===== src/rtl/cp0_pkg.sv =====
// Shared CP0 definitions: register numbers, Status/Cause field positions,
// ExcCode values and helpers that pack the architectural register words.
package cp0_pkg;

  // CP0 register numbers used by mtc0/mfc0
  localparam logic [4:0] CP0_COUNT    = 5'd9;
  localparam logic [4:0] CP0_COMPARE  = 5'd11;
  localparam logic [4:0] CP0_STATUS   = 5'd12;
  localparam logic [4:0] CP0_CAUSE    = 5'd13;
  localparam logic [4:0] CP0_EPC      = 5'd14;
  localparam logic [4:0] CP0_ERROREPC = 5'd30;

  // Status field positions
  localparam int ST_IE    = 0;
  localparam int ST_EXL   = 1;
  localparam int ST_ERL   = 2;
  localparam int ST_IM_LO = 8;
  localparam int IM_W     = 8;

  // Cause field positions
  localparam int CA_EXC_LO = 2;
  localparam int EXC_W     = 5;
  localparam int CA_IP_LO  = 8;
  localparam int IP_W      = 8;
  localparam int CA_TI     = 30;
  localparam int CA_BD     = 31;

  // Hardware interrupt lines occupy IP[2..7]
  localparam int HW_IP_MAX = 6;
  localparam int SW_IP_W   = 2;

  typedef enum logic [4:0] {
    EXC_INT  = 5'd0,
    EXC_ADEL = 5'd4,
    EXC_ADES = 5'd5,
    EXC_SYS  = 5'd8,
    EXC_BP   = 5'd9,
    EXC_RI   = 5'd10,
    EXC_OV   = 5'd12
  } exc_code_e;

  typedef struct packed {
    logic [IM_W-1:0] im;
    logic            erl;
    logic            exl;
    logic            ie;
  } status_t;

  // Status as seen by mfc0; unimplemented bits read as zero
  function automatic logic [31:0] status_word(input status_t s);
    logic [31:0] w;
    w = '0;
    w[ST_IE]                = s.ie;
    w[ST_EXL]               = s.exl;
    w[ST_ERL]               = s.erl;
    w[ST_IM_LO +: IM_W]     = s.im;
    return w;
  endfunction

  // Cause as seen by mfc0; unimplemented bits read as zero
  function automatic logic [31:0] cause_word(input logic bd, input logic ti,
                                             input logic [IP_W-1:0] ip,
                                             input logic [EXC_W-1:0] exc);
    logic [31:0] w;
    w = '0;
    w[CA_BD]                = bd;
    w[CA_TI]                = ti;
    w[CA_IP_LO +: IP_W]     = ip;
    w[CA_EXC_LO +: EXC_W]   = exc;
    return w;
  endfunction

endpackage


===== src/rtl/cp0_if.sv =====
// Bus between the core (decode, trap unit, PC mux) and coprocessor 0.
// master = core side, slave = CP0.
interface cp0_if #(
  parameter int DATA_W   = 32,
  parameter int N_HW_IRQ = 6
);
  logic [4:0]          cp0_rd;
  logic                mtc0_we;
  logic [DATA_W-1:0]   w_data;
  logic [DATA_W-1:0]   r_data;
  logic                di;
  logic                ei;
  logic                eret;
  logic                exc_valid;
  logic [4:0]          exc_code;
  logic [DATA_W-1:0]   exc_pc;
  logic                exc_bd;
  logic [N_HW_IRQ-1:0] irq_in;
  logic                intr_req;
  logic [DATA_W-1:0]   epc_out;
  logic [DATA_W-1:0]   exc_vector;

  modport master (
    output cp0_rd, mtc0_we, w_data, di, ei, eret,
           exc_valid, exc_code, exc_pc, exc_bd, irq_in,
    input  r_data, intr_req, epc_out, exc_vector
  );

  modport slave (
    input  cp0_rd, mtc0_we, w_data, di, ei, eret,
           exc_valid, exc_code, exc_pc, exc_bd, irq_in,
    output r_data, intr_req, epc_out, exc_vector
  );
endinterface


===== src/rtl/cp0_timer.sv =====
// Count/Compare timer. Count advances once per COUNT_DIV clocks using a
// down-counting prescaler; TI latches when Count takes a value equal to Compare.
module cp0_timer #(
  parameter int DATA_W    = 32,
  parameter int COUNT_DIV = 2
) (
  input  logic              clock,
  input  logic              reset,
  input  logic              i_count_we,
  input  logic              i_compare_we,
  input  logic [DATA_W-1:0] i_w_data,
  output logic [DATA_W-1:0] o_count,
  output logic [DATA_W-1:0] o_compare,
  output logic              o_ti
);

  localparam int              PRE_W    = (COUNT_DIV > 1) ? $clog2(COUNT_DIV) : 1;
  localparam logic [PRE_W-1:0] PRE_LOAD = PRE_W'(COUNT_DIV - 1);

  logic [PRE_W-1:0]  r_presc;
  logic [DATA_W-1:0] r_count;
  logic [DATA_W-1:0] r_compare;
  logic              r_ti;

  logic              w_presc_tc;
  logic              w_count_upd;
  logic [DATA_W-1:0] w_count_d;

  assign w_presc_tc = (r_presc == '0);

  // Next Count: a software load wins over the prescaler tick
  always_comb begin
    w_count_d   = r_count;
    w_count_upd = 1'b0;
    if (i_count_we) begin
      w_count_d   = i_w_data;
      w_count_upd = 1'b1;
    end else if (w_presc_tc) begin
      w_count_d   = r_count + DATA_W'(1);
      w_count_upd = 1'b1;
    end
  end

  // Prescaler restarts its full period on wrap and on any Count load
  always_ff @(posedge clock or posedge reset) begin
    if (reset) begin
      r_presc <= PRE_LOAD;
    end else if (i_count_we || w_presc_tc) begin
      r_presc <= PRE_LOAD;
    end else begin
      r_presc <= r_presc - PRE_W'(1);
    end
  end

  // Count and Compare registers
  always_ff @(posedge clock or posedge reset) begin
    if (reset) begin
      r_count   <= '0;
      r_compare <= '0;
    end else begin
      r_count <= w_count_d;
      if (i_compare_we) begin
        r_compare <= i_w_data;
      end
    end
  end

  // TI: a Compare write clears it and masks a coincident match
  always_ff @(posedge clock or posedge reset) begin
    if (reset) begin
      r_ti <= 1'b0;
    end else if (i_compare_we) begin
      r_ti <= 1'b0;
    end else if (w_count_upd && (w_count_d == r_compare)) begin
      r_ti <= 1'b1;
    end
  end

  assign o_count   = r_count;
  assign o_compare = r_compare;
  assign o_ti      = r_ti;

endmodule


===== src/rtl/cp0_ctrl.sv =====
// Coprocessor 0 for the single-cycle MIPS core: Status, Cause, EPC, ErrorEPC,
// the Count/Compare timer, hardware/software interrupts and exception entry.
module cp0_ctrl import cp0_pkg::*; #(
  parameter int          DATA_W     = 32,
  parameter int          N_HW_IRQ   = 6,
  parameter int          COUNT_DIV  = 2,
  parameter logic [31:0] RESET_EPC  = 32'h0040_0024,
  parameter logic [31:0] EXC_VECTOR = 32'h0040_0180
) (
  input  logic clock,
  input  logic reset,
  cp0_if.slave bus
);

  // Status state
  logic               r_ie;
  logic               r_exl;
  logic               r_erl;
  logic [IM_W-1:0]    r_im;

  // Cause / exception state
  logic               r_bd;
  logic [EXC_W-1:0]   r_exc_code;
  logic [SW_IP_W-1:0] r_sw_ip;
  logic [N_HW_IRQ-1:0] r_irq;
  logic [DATA_W-1:0]  r_epc;
  logic [DATA_W-1:0]  r_errorepc;

  // Next-state Status fields
  logic               w_ie_d;
  logic               w_exl_d;
  logic               w_erl_d;
  logic [IM_W-1:0]    w_im_d;

  logic               w_wr_count;
  logic               w_wr_compare;
  logic               w_wr_status;
  logic               w_wr_cause;
  logic               w_wr_epc;
  logic               w_wr_errorepc;

  logic [DATA_W-1:0]  w_count;
  logic [DATA_W-1:0]  w_compare;
  logic               w_ti;
  logic [HW_IP_MAX-1:0] w_hw_ip;
  logic [IP_W-1:0]    w_ip;
  status_t            w_status;

  assign w_wr_count    = bus.mtc0_we && (bus.cp0_rd == CP0_COUNT);
  assign w_wr_compare  = bus.mtc0_we && (bus.cp0_rd == CP0_COMPARE);
  assign w_wr_status   = bus.mtc0_we && (bus.cp0_rd == CP0_STATUS);
  assign w_wr_cause    = bus.mtc0_we && (bus.cp0_rd == CP0_CAUSE);
  assign w_wr_epc      = bus.mtc0_we && (bus.cp0_rd == CP0_EPC);
  assign w_wr_errorepc = bus.mtc0_we && (bus.cp0_rd == CP0_ERROREPC);

  cp0_timer #(
    .DATA_W    (DATA_W),
    .COUNT_DIV (COUNT_DIV)
  ) u_timer (
    .clock        (clock),
    .reset        (reset),
    .i_count_we   (w_wr_count),
    .i_compare_we (w_wr_compare),
    .i_w_data     (bus.w_data),
    .o_count      (w_count),
    .o_compare    (w_compare),
    .o_ti         (w_ti)
  );

  // Status update priority: exception, then eret, then mtc0, then di/ei
  always_comb begin
    w_ie_d  = r_ie;
    w_exl_d = r_exl;
    w_erl_d = r_erl;
    w_im_d  = r_im;
    if (bus.exc_valid) begin
      w_exl_d = 1'b1;
    end else if (bus.eret) begin
      if (r_erl) begin
        w_erl_d = 1'b0;
      end else begin
        w_exl_d = 1'b0;
      end
    end else if (w_wr_status) begin
      w_ie_d  = bus.w_data[ST_IE];
      w_exl_d = bus.w_data[ST_EXL];
      w_erl_d = bus.w_data[ST_ERL];
      w_im_d  = bus.w_data[ST_IM_LO +: IM_W];
    end else if (bus.di) begin
      w_ie_d = 1'b0;
    end else if (bus.ei) begin
      w_ie_d = 1'b1;
    end
  end

  // Status register; reset leaves the core in error level
  always_ff @(posedge clock or posedge reset) begin
    if (reset) begin
      r_ie  <= 1'b0;
      r_exl <= 1'b0;
      r_erl <= 1'b1;
      r_im  <= '0;
    end else begin
      r_ie  <= w_ie_d;
      r_exl <= w_exl_d;
      r_erl <= w_erl_d;
      r_im  <= w_im_d;
    end
  end

  // Exception entry: EPC/BD are captured only for a non-nested exception
  always_ff @(posedge clock or posedge reset) begin
    if (reset) begin
      r_epc      <= DATA_W'(RESET_EPC);
      r_bd       <= 1'b0;
      r_exc_code <= '0;
    end else if (bus.exc_valid) begin
      r_exc_code <= bus.exc_code;
      if (!r_exl) begin
        r_epc <= bus.exc_bd ? (bus.exc_pc - DATA_W'(4)) : bus.exc_pc;
        r_bd  <= bus.exc_bd;
      end
    end else if (w_wr_epc) begin
      r_epc <= bus.w_data;
    end
  end

  // ErrorEPC has no hardware writer in this core
  always_ff @(posedge clock or posedge reset) begin
    if (reset) begin
      r_errorepc <= DATA_W'(RESET_EPC);
    end else if (w_wr_errorepc) begin
      r_errorepc <= bus.w_data;
    end
  end

  // Software interrupt bits and the one-cycle hardware interrupt sample
  always_ff @(posedge clock or posedge reset) begin
    if (reset) begin
      r_sw_ip <= '0;
      r_irq   <= '0;
    end else begin
      r_irq <= bus.irq_in;
      if (w_wr_cause) begin
        r_sw_ip <= bus.w_data[CA_IP_LO +: SW_IP_W];
      end
    end
  end

  // Pending-interrupt vector; the timer shares IP[7] with the top hardware line
  always_comb begin
    w_hw_ip                 = '0;
    w_hw_ip[N_HW_IRQ-1:0]   = r_irq;
    w_ip = {w_hw_ip[HW_IP_MAX-1] | w_ti, w_hw_ip[HW_IP_MAX-2:0], r_sw_ip};
  end

  assign w_status = '{im: r_im, erl: r_erl, exl: r_exl, ie: r_ie};

  // mfc0 read mux, combinational from cp0_rd
  always_comb begin
    bus.r_data = '0;
    case (bus.cp0_rd)
      CP0_COUNT:    bus.r_data = w_count;
      CP0_COMPARE:  bus.r_data = w_compare;
      CP0_STATUS:   bus.r_data = DATA_W'(status_word(w_status));
      CP0_CAUSE:    bus.r_data = DATA_W'(cause_word(r_bd, w_ti, w_ip, r_exc_code));
      CP0_EPC:      bus.r_data = r_epc;
      CP0_ERROREPC: bus.r_data = r_errorepc;
      default:      bus.r_data = '0;
    endcase
  end

  assign bus.intr_req   = r_ie & ~r_exl & ~r_erl & (|(w_ip & r_im));
  assign bus.epc_out    = r_erl ? r_errorepc : r_epc;
  assign bus.exc_vector = DATA_W'(EXC_VECTOR);

endmodule


===== src/flat_wrapper.sv =====
// flat-port wrapper written by rule: the top's interface ports become plain ports
module cp0_ctrl_flat import cp0_pkg::*;
#(
  parameter int          DATA_W     = 32,
  parameter int          N_HW_IRQ   = 6,
  parameter int          COUNT_DIV  = 2,
  parameter logic [31:0] RESET_EPC  = 32'h0040_0024,
  parameter logic [31:0] EXC_VECTOR = 32'h0040_0180
)
  (clock, reset, bus_cp0_rd, bus_mtc0_we, bus_w_data, bus_di, bus_ei, bus_eret, bus_exc_valid, bus_exc_code, bus_exc_pc, bus_exc_bd, bus_irq_in, bus_r_data, bus_intr_req, bus_epc_out, bus_exc_vector);
  cp0_if #(.DATA_W(DATA_W), .N_HW_IRQ(N_HW_IRQ)) bus_i ();
  input  logic clock;
  input  logic reset;
  input wire logic [$bits(bus_i.cp0_rd)-1:0] bus_cp0_rd;
  input wire logic [$bits(bus_i.mtc0_we)-1:0] bus_mtc0_we;
  input wire logic [$bits(bus_i.w_data)-1:0] bus_w_data;
  input wire logic [$bits(bus_i.di)-1:0] bus_di;
  input wire logic [$bits(bus_i.ei)-1:0] bus_ei;
  input wire logic [$bits(bus_i.eret)-1:0] bus_eret;
  input wire logic [$bits(bus_i.exc_valid)-1:0] bus_exc_valid;
  input wire logic [$bits(bus_i.exc_code)-1:0] bus_exc_code;
  input wire logic [$bits(bus_i.exc_pc)-1:0] bus_exc_pc;
  input wire logic [$bits(bus_i.exc_bd)-1:0] bus_exc_bd;
  input wire logic [$bits(bus_i.irq_in)-1:0] bus_irq_in;
  output wire logic [$bits(bus_i.r_data)-1:0] bus_r_data;
  output wire logic [$bits(bus_i.intr_req)-1:0] bus_intr_req;
  output wire logic [$bits(bus_i.epc_out)-1:0] bus_epc_out;
  output wire logic [$bits(bus_i.exc_vector)-1:0] bus_exc_vector;
  assign bus_i.cp0_rd = bus_cp0_rd;
  assign bus_i.mtc0_we = bus_mtc0_we;
  assign bus_i.w_data = bus_w_data;
  assign bus_i.di = bus_di;
  assign bus_i.ei = bus_ei;
  assign bus_i.eret = bus_eret;
  assign bus_i.exc_valid = bus_exc_valid;
  assign bus_i.exc_code = bus_exc_code;
  assign bus_i.exc_pc = bus_exc_pc;
  assign bus_i.exc_bd = bus_exc_bd;
  assign bus_i.irq_in = bus_irq_in;
  assign bus_r_data = bus_i.r_data;
  assign bus_intr_req = bus_i.intr_req;
  assign bus_epc_out = bus_i.epc_out;
  assign bus_exc_vector = bus_i.exc_vector;
  cp0_ctrl #(.DATA_W(DATA_W), .N_HW_IRQ(N_HW_IRQ), .COUNT_DIV(COUNT_DIV), .RESET_EPC(RESET_EPC), .EXC_VECTOR(EXC_VECTOR)) u_core (.clock(clock), .reset(reset), .bus(bus_i));
endmodule

===== config.mk =====
export PLATFORM = sky130hd
export DESIGN_NAME = cp0_ctrl_flat
export DESIGN_NICKNAME = d
export VERILOG_FILES = /design/src/rtl/cp0_pkg.sv /design/src/rtl/cp0_if.sv /design/src/rtl/cp0_timer.sv /design/src/rtl/cp0_ctrl.sv /design/src/flat_wrapper.sv
export SDC_FILE = /design/constraint.sdc
export NUM_CORES = 1
export LEC_CHECK = 0
export CAP_MARGIN = 0
export CORE_ASPECT_RATIO = 0.5
export CORE_MARGIN = 5
export CORE_UTILIZATION = 35
export DETAILED_ROUTE_END_ITERATION = 6
export PLACE_DENSITY = 0.55
export SLEW_MARGIN = 20
export SYNTH_ARGS = -nofsm -noshare
export SYNTH_HDL_FRONTEND = slang
export SYNTH_HIERARCHICAL = 1
export SYNTH_SLANG_ARGS = --single-unit

===== constraint.sdc =====
create_clock -name clock -period 3 [get_ports clock]
set_input_delay 0.6 -clock clock [delete_from_list [all_inputs] [get_ports clock]]
set_output_delay 0.6 -clock clock [all_outputs]
set_load 0.02 [all_outputs]

# Yosys cells after proc, flatten, opt, wreduce, memory -nomap -nowiden
# Index checks and enable logic that the tools add are counted.
[totals]
out_inout_bits = 97
register_bits = 155
input_bits = 88
[classes]
n_mux = 22
n_bitwise = 10
eq_ne = 9
add_sub_neg = 3
n_reduce_logical = 20
[ops]
columns = ["operator", "n"]
rows = [
  ["$mux W32", 7],
  ["$pmux W32 S6", 1],
  ["$add A32 B1 Y32 const B", 1],
  ["$eq A32 B32 Y1", 1],
  ["$sub A32 B3 Y32 const B", 1],
  ["$eq A5 B4 Y1 const B", 5],
  ["$mux W1", 14],
  ["$and A8 B8 Y8", 1],
  ["$reduce_and A2 Y1", 4],
  ["$reduce_or A8 Y1", 1],
  ["$logic_and A1 B1 Y1", 7],
  ["$reduce_and A3 Y1", 2],
  ["$reduce_bool A2 Y1", 3],
  ["$reduce_bool A3 Y1", 2],
  ["$eq A5 B5 Y1 const B", 1],
  ["$not A1 Y1", 5],
  ["$and A1 B1 Y1", 3],
  ["$ne A3 B3 Y1 const B", 1],
  ["$ne A2 B2 Y1 const B", 1],
  ["$logic_or A1 B1 Y1", 1],
  ["$or A1 B1 Y1", 1],
  ["$sub A1 B1 Y1 const B", 1],
]

# Depth between registers and ports, before layout
[logic_depth]
depth_word = 7
depth_mapped = 12

# By module
# The synthesis kept the hierarchy.
[by_module_without_submodules]
columns = ["mod", "cells_each", "seq_area_each_um2", "area_per_inst_um2", "n_inst"]
rows = [
  ["cp0_ctrl", 612, 2235.9, 5939.4, 1],
  ["cp0_timer", 442, 1652.8, 4265.3, 1],
]

# Worst setup path before layout
# No wires, ideal clock.
[synth_timing]
kind = "input to register"
start = "in bus_cp0_rd[1]"
end = "reg u_core.u_timer.r_ti, in the netlist u_core/u_timer/o_ti"
t_required_ns = 2.908
path_slack_ns = -0.071
setup_time_ns = 0.092
cell_stages = 11
n_path_buf = 1
arrival_time_ns = 2.979
cell_sequence = "nand4bb_1 clkbuf_1 nor2_1 and2_1 inv_1 nor4_1 a31oi_1 a2111oi_0 nand3_1 a2111o_1 o31ai_2"
[synth_via]
elab_chain_cells = 6
word_cells_on_any_way = 10
[synth_lines]
columns = ["item", "line", "rtl"]
rows = [
  ["start, declared", "flat_wrapper.sv:14", "input wire logic [$bits(bus_i.cp0_rd)-1:0] bus_cp0_rd;"],
  ["$eq A5 B4 Y1 *", "cp0_ctrl.sv:49", "assign w_wr_count = bus.mtc0_we && (bus.cp0_rd == CP0_COUNT);"],
  ["$logic_and A1 B1 Y1 *", "cp0_ctrl.sv:49", ""],
  ["net u_core.w_wr_count", "cp0_ctrl.sv:35", "logic w_wr_count;"],
  ["$mux W32", "cp0_timer.sv:35", "if (i_count_we) begin"],
  ["$eq A32 B32 Y1", "cp0_timer.sv:74", "end else if (w_count_upd && (w_count_d == r_compare)) begin"],
  ["$logic_and A1 B1 Y1 *", "cp0_timer.sv:74", ""],
  ["$reduce_bool A2 Y1 (no source line) *", "n/a", ""],
  ["end signal, assigned", "cp0_timer.sv:71", "r_ti <= 1'b0;"],
  ["end signal, assigned", "cp0_timer.sv:73", "r_ti <= 1'b0;"],
  ["end signal, assigned", "cp0_timer.sv:75", "r_ti <= 1'b1;"],
  ["end, declared", "cp0_timer.sv:23", "logic r_ti;"],
]
# Mark *: on every way through the listed nets, which the timed path passes. The rest lies on a longest branch.
# A chain may end at the register's enable or synchronous reset.

# Worst setup path in the final report
[layout_timing]
start = "in bus_cp0_rd[4]"
end = "out bus_r_data[1]"
[layout_via]
elab_chain_cells = 2
word_cells_on_any_way = 7
[layout_lines]
columns = ["item", "line", "rtl"]
rows = [
  ["$eq A5 B5 Y1 / $eq A5 B4 Y1 (equally long branches)", "cp0_ctrl.sv:162", "case (bus.cp0_rd)"],
  ["$pmux W32 S6 *", "cp0_ctrl.sv:162", ""],
  ["end, declared", "flat_wrapper.sv:25", "output wire logic [$bits(bus_i.r_data)-1:0] bus_r_data;"],
]
# Every way passes the cells marked *; elsewhere a longest branch is shown, timed or not.

==> results.tsv <==
stage	metric	value	unit
outcome	result of the run	finished with violations	
outcome	failing checks	negative setup slack	
sta	Setup Viol. Count Final	1	
pwr	total power	8.08	mW
critical_path	Worst setup EP type	output port	
synthesis	Syn. warnings	6	
placed_design	# port buffers	152	
floorplanning	initial core utilization	35.4	%
clock_network	Max Root-Sink Buffers	2	
synthesis	cell with the most instances after synthesis	dfrtp_1	
min_path	HP Class	flip-flop to flip-flop	
synthesis	Mapped Cells	1054	
critical_path	crit path cell chain	clkdlybuf4s50_1, buf_4, nor3b_4, buf_4, buf_4, buf_4, a222oi_1, nand2_1, buf_2	
sta	Slew Limit Fails	0	
route	wire length per cell	25.5	um
global_route	Total GRT Usage	26.4	%
synthesis	post-synth top area share	36.0	%
route	ANT nets after route	0	
placed_design	Final HPWL DP	35400	um
synthesis	Syn Area/Cell	9.68	sq um
global_route	vias in the first global route	9549	
floorplanning	I/O pin cnt	185	
clock_network	# H-tree levels	4	
critical_path	WP data required	2.40	ns
pwr	sw power	3.09	mW
sta	Final Critical Period	3.01	ns
clock_network	clk sink count	155	
sta	hold_ws	0.509	ns
pwr	VDD IR max	0.000265	V
synthesis	synth top area cells	dfrtp_1 36%, mux2_2 13%, xor2_1 4.8%	
critical_path	critical-path maximum fanout	8	
sta	post-route setup slack	-0.00521	ns
pwr	clock power share	26.9	%
synthesis	sequential cell area fraction in the yosys report	38.1	%
critical_path	Worst setup SP type	input port	
pwr	Internal	4.99	mW
synthesis	Synth async-reset ratio	100	%
sta	final hold vios	0	
route	drt via density	5.64	
cells_and_area	post-route design area	13700	sq um
sta	final cycle utilization of the critical path	100	%
pwr	P per Cell Area	590	nW/um^2
clock_network	CTS Root Cell	clkbuf_16	
global_route	grt ovf	0	
flow_run	Max Cap Violations	0	
route	routed vias	9705	
clock_network	CTS tree	yes	
sta	measured slew at the worst slew-check pin	0.800	ns
critical_path	reg2reg path depth	9	
synthesis	Post-synth EDFFs	0	
sta	final worst clock skew	0.00741	ns
critical_path	reg2reg start	u_core/u_timer/o_count[1]	
route	drt drc	0	
synthesis	Yosys top cell by area	dfrtp_1	
placed_design	Area after DPL	13000	sq um
pwr	Switching Share	38.2	%
critical_path	slowest CP cell	clkdlybuf4s50_1	
pwr	Seq pwr share	39.2	%
floorplanning	Die Area	32900	sq um
min_path	worst hold start	u_core/r_errorepc[22]	
cells_and_area	Area growth syn-to-layout	34.2	%
global_route	pin count of the biggest net entering global routing	48	
floorplanning	core area	28800	sq um
placed_design	GP Congestion	1.00	
cells_and_area	Nets	1404	
floorplanning	Chip Width	251	um
synthesis	Commonest cells post-synth	147 x dfrtp_1, 114 x mux2_2, 109 x nand2_1	
critical_path	most used cell, CP	buf_4	
pwr	Lkg Pwr	5.91	nW
placed_design	placed cells	1682	
pwr	Comb pwr share	33.9	%
route	DR pass1 iterations	6	
synthesis	Top FF cell, synth	dfrtp_1	
synthesis	register bit total from synthesis	155	
clock_network	worst skew pair latency	0.45	ns
cells_and_area	non-filler cells, final	1720	
floorplanning	Die Y	131	um
synthesis	synthesized cell area	10200	sq um
route	aggregate routed wire length	43900	um
min_path	Hold Path Depth	2	
global_route	first-pass GRT wire length	63700	um
sta	Fmax	0.333	GHz
sta	unrepaired setup endpoints after global routing	yes	
critical_path	critical path arrival	2.41	ns
global_route	initial antenna violation count	1	
critical_path	max incr delay on CP	0.42	ns
floorplanning	Std-Cell Rows	44	
synthesis	post-synthesis cell type count	76	
critical_path	critical path class	input port to output port	
clock_network	cts bufs inserted	17	
sta	slew margin rel.	46.5	%
cells_and_area	layout cells sized above 1	27.9	%
route	Starting DRT DRC Count	1199	
placed_design	post-place setup slack	-0.395	ns
critical_path	worst setup path startpoint	bus_cp0_rd[4]	
clock_network	Worst-path clk slew	0.06	ns
==> power by group through the flow <==
stage | Combinational [mW] | Clock (mW) | Sequential, mW
after global routing | 2.94 | 2.31 | 3.20
after global placement | 2.67 | 0 | 3.15
after CTS | 2.70 | 2.22 | 3.13
after detailed placement | 2.69 | 0 | 3.16
final | 2.74 | 2.17 | 3.16
after floorplan | 1.54 | 0 | 2.90
==> routing by layer <==
layer  part of all wire (%)  global-route usage, %  routed length, um  up-vias
met5                      0                      0                  0        -
met4                    2.1                   7.63                904        0
met3                     12                   8.84               5170       52
met2                     40                   36.6              17500      499
met1                     46                   39.0              20300     4814
li1                       -                      -                  -     4340
==> registers in the layout (all words and copies together), names as in the netlist <==
signal and count:
u_core/r_exl 1, u_core/u_timer/r_presc 1, u_core/r_irq 6, u_core/u_timer/o_count 32, u_core/r_bd 1, u_core/r_errorepc 32, u_core/r_im 8, u_core/r_ie 1
u_core/u_timer/o_compare 32, u_core/u_timer/o_ti 1, u_core/r_erl 1, u_core/r_epc 32, u_core/r_sw_ip 2, u_core/r_exc_code 5
==> layout make-up <==
| type | count | area (sq um) |
|---|---|---|
| clock inverters | 15 | 155 |
| diodes | 2 | 5.00 |
| fillers | 2762 | 15100 |
| repair buffers | 309 | 2780 |
| inverters | 29 | 110 |
| multi-input cells | 802 | 5840 |
| flip-flops and latches | 155 | 3890 |
| well taps | 391 | 489 |
| clock buffers | 17 | 425 |
==> stage by stage <==
| stage | util, % | TNS (ns) |
|---|---|---|
| 2_1_floorplan | - | 0 |
| 3_3_place_gp | 45.2 | -9.60 |
| 3_5_place_dp | 45.2 | -10.70 |
| 4_1_cts | 47.4 | 0 |
| 5_1_grt | 47.5 | -0.0836 |
| 6_report | 47.5 | -0.00521 |
==> critical path: cells and delay by family <==
family	cells	cell delay, ns
simple gates	2	0.28
compound gates	1	0.27
buf+inv	6	1.24
==> path summary, 6_finish.rpt <==
| check | to | slack (ns) |
|---|---|---|
| worst max-delay path | bus_r_data[1] | -0.005 |
| worst min-delay path | u_core/r_errorepc[22] | 0.51 |
| worst max register to register | u_core/u_timer/o_ti | 0.12 |
| worst min register to register | u_core/r_errorepc[22] | 0.51 |
| max in group asynchronous | u_core/r_errorepc[22] | 1.74 |
| min in group asynchronous | u_core/u_timer/o_compare[20] | 0.54 |
==> cells by family (layout without fill, tap and decap cells) <==
family	count (synthesis)	in the layout	share of synthesized area (%)
compound gates	217	217	14.7
xor+xnor	93	93	8.12
fa+ha+maj	2	2	0.245
buf+inv	127	370	6.47
flops	155	155	38.1
mux	147	147	15.8
other cells	2	34	0.0736
simple gates	311	311	16.5
==> placed cells by master, fill, tap and decap left out, types with 30 or more instances in the layout <==
| cell | n |
|---|---|
| xor2_1 | 56 |
| mux2_2 | 114 |
| nand3_1 | 30 |
| buf_4 | 143 |
| conb_1 | 32 |
| clkdlybuf4s50_1 | 117 |
| o21ai_0 | 63 |
| a21oi_1 | 32 |
| dfrtp_1 | 147 |
| nand2_1 | 109 |
| mux2i_1 | 32 |
| xnor2_1 | 36 |
| nor2_1 | 50 |
| a22oi_1 | 34 |
==> repair_timing <==
item,in CTS,in global routing
endpoints found under the hold margin,0,0
resized for setup,90,33
setup endpoints to repair,32,48
hold buffers,0,0
gates cloned,0,1
pin swaps,3,4
buffers inserted,0,3
Power figures use the tool's default switching activity.
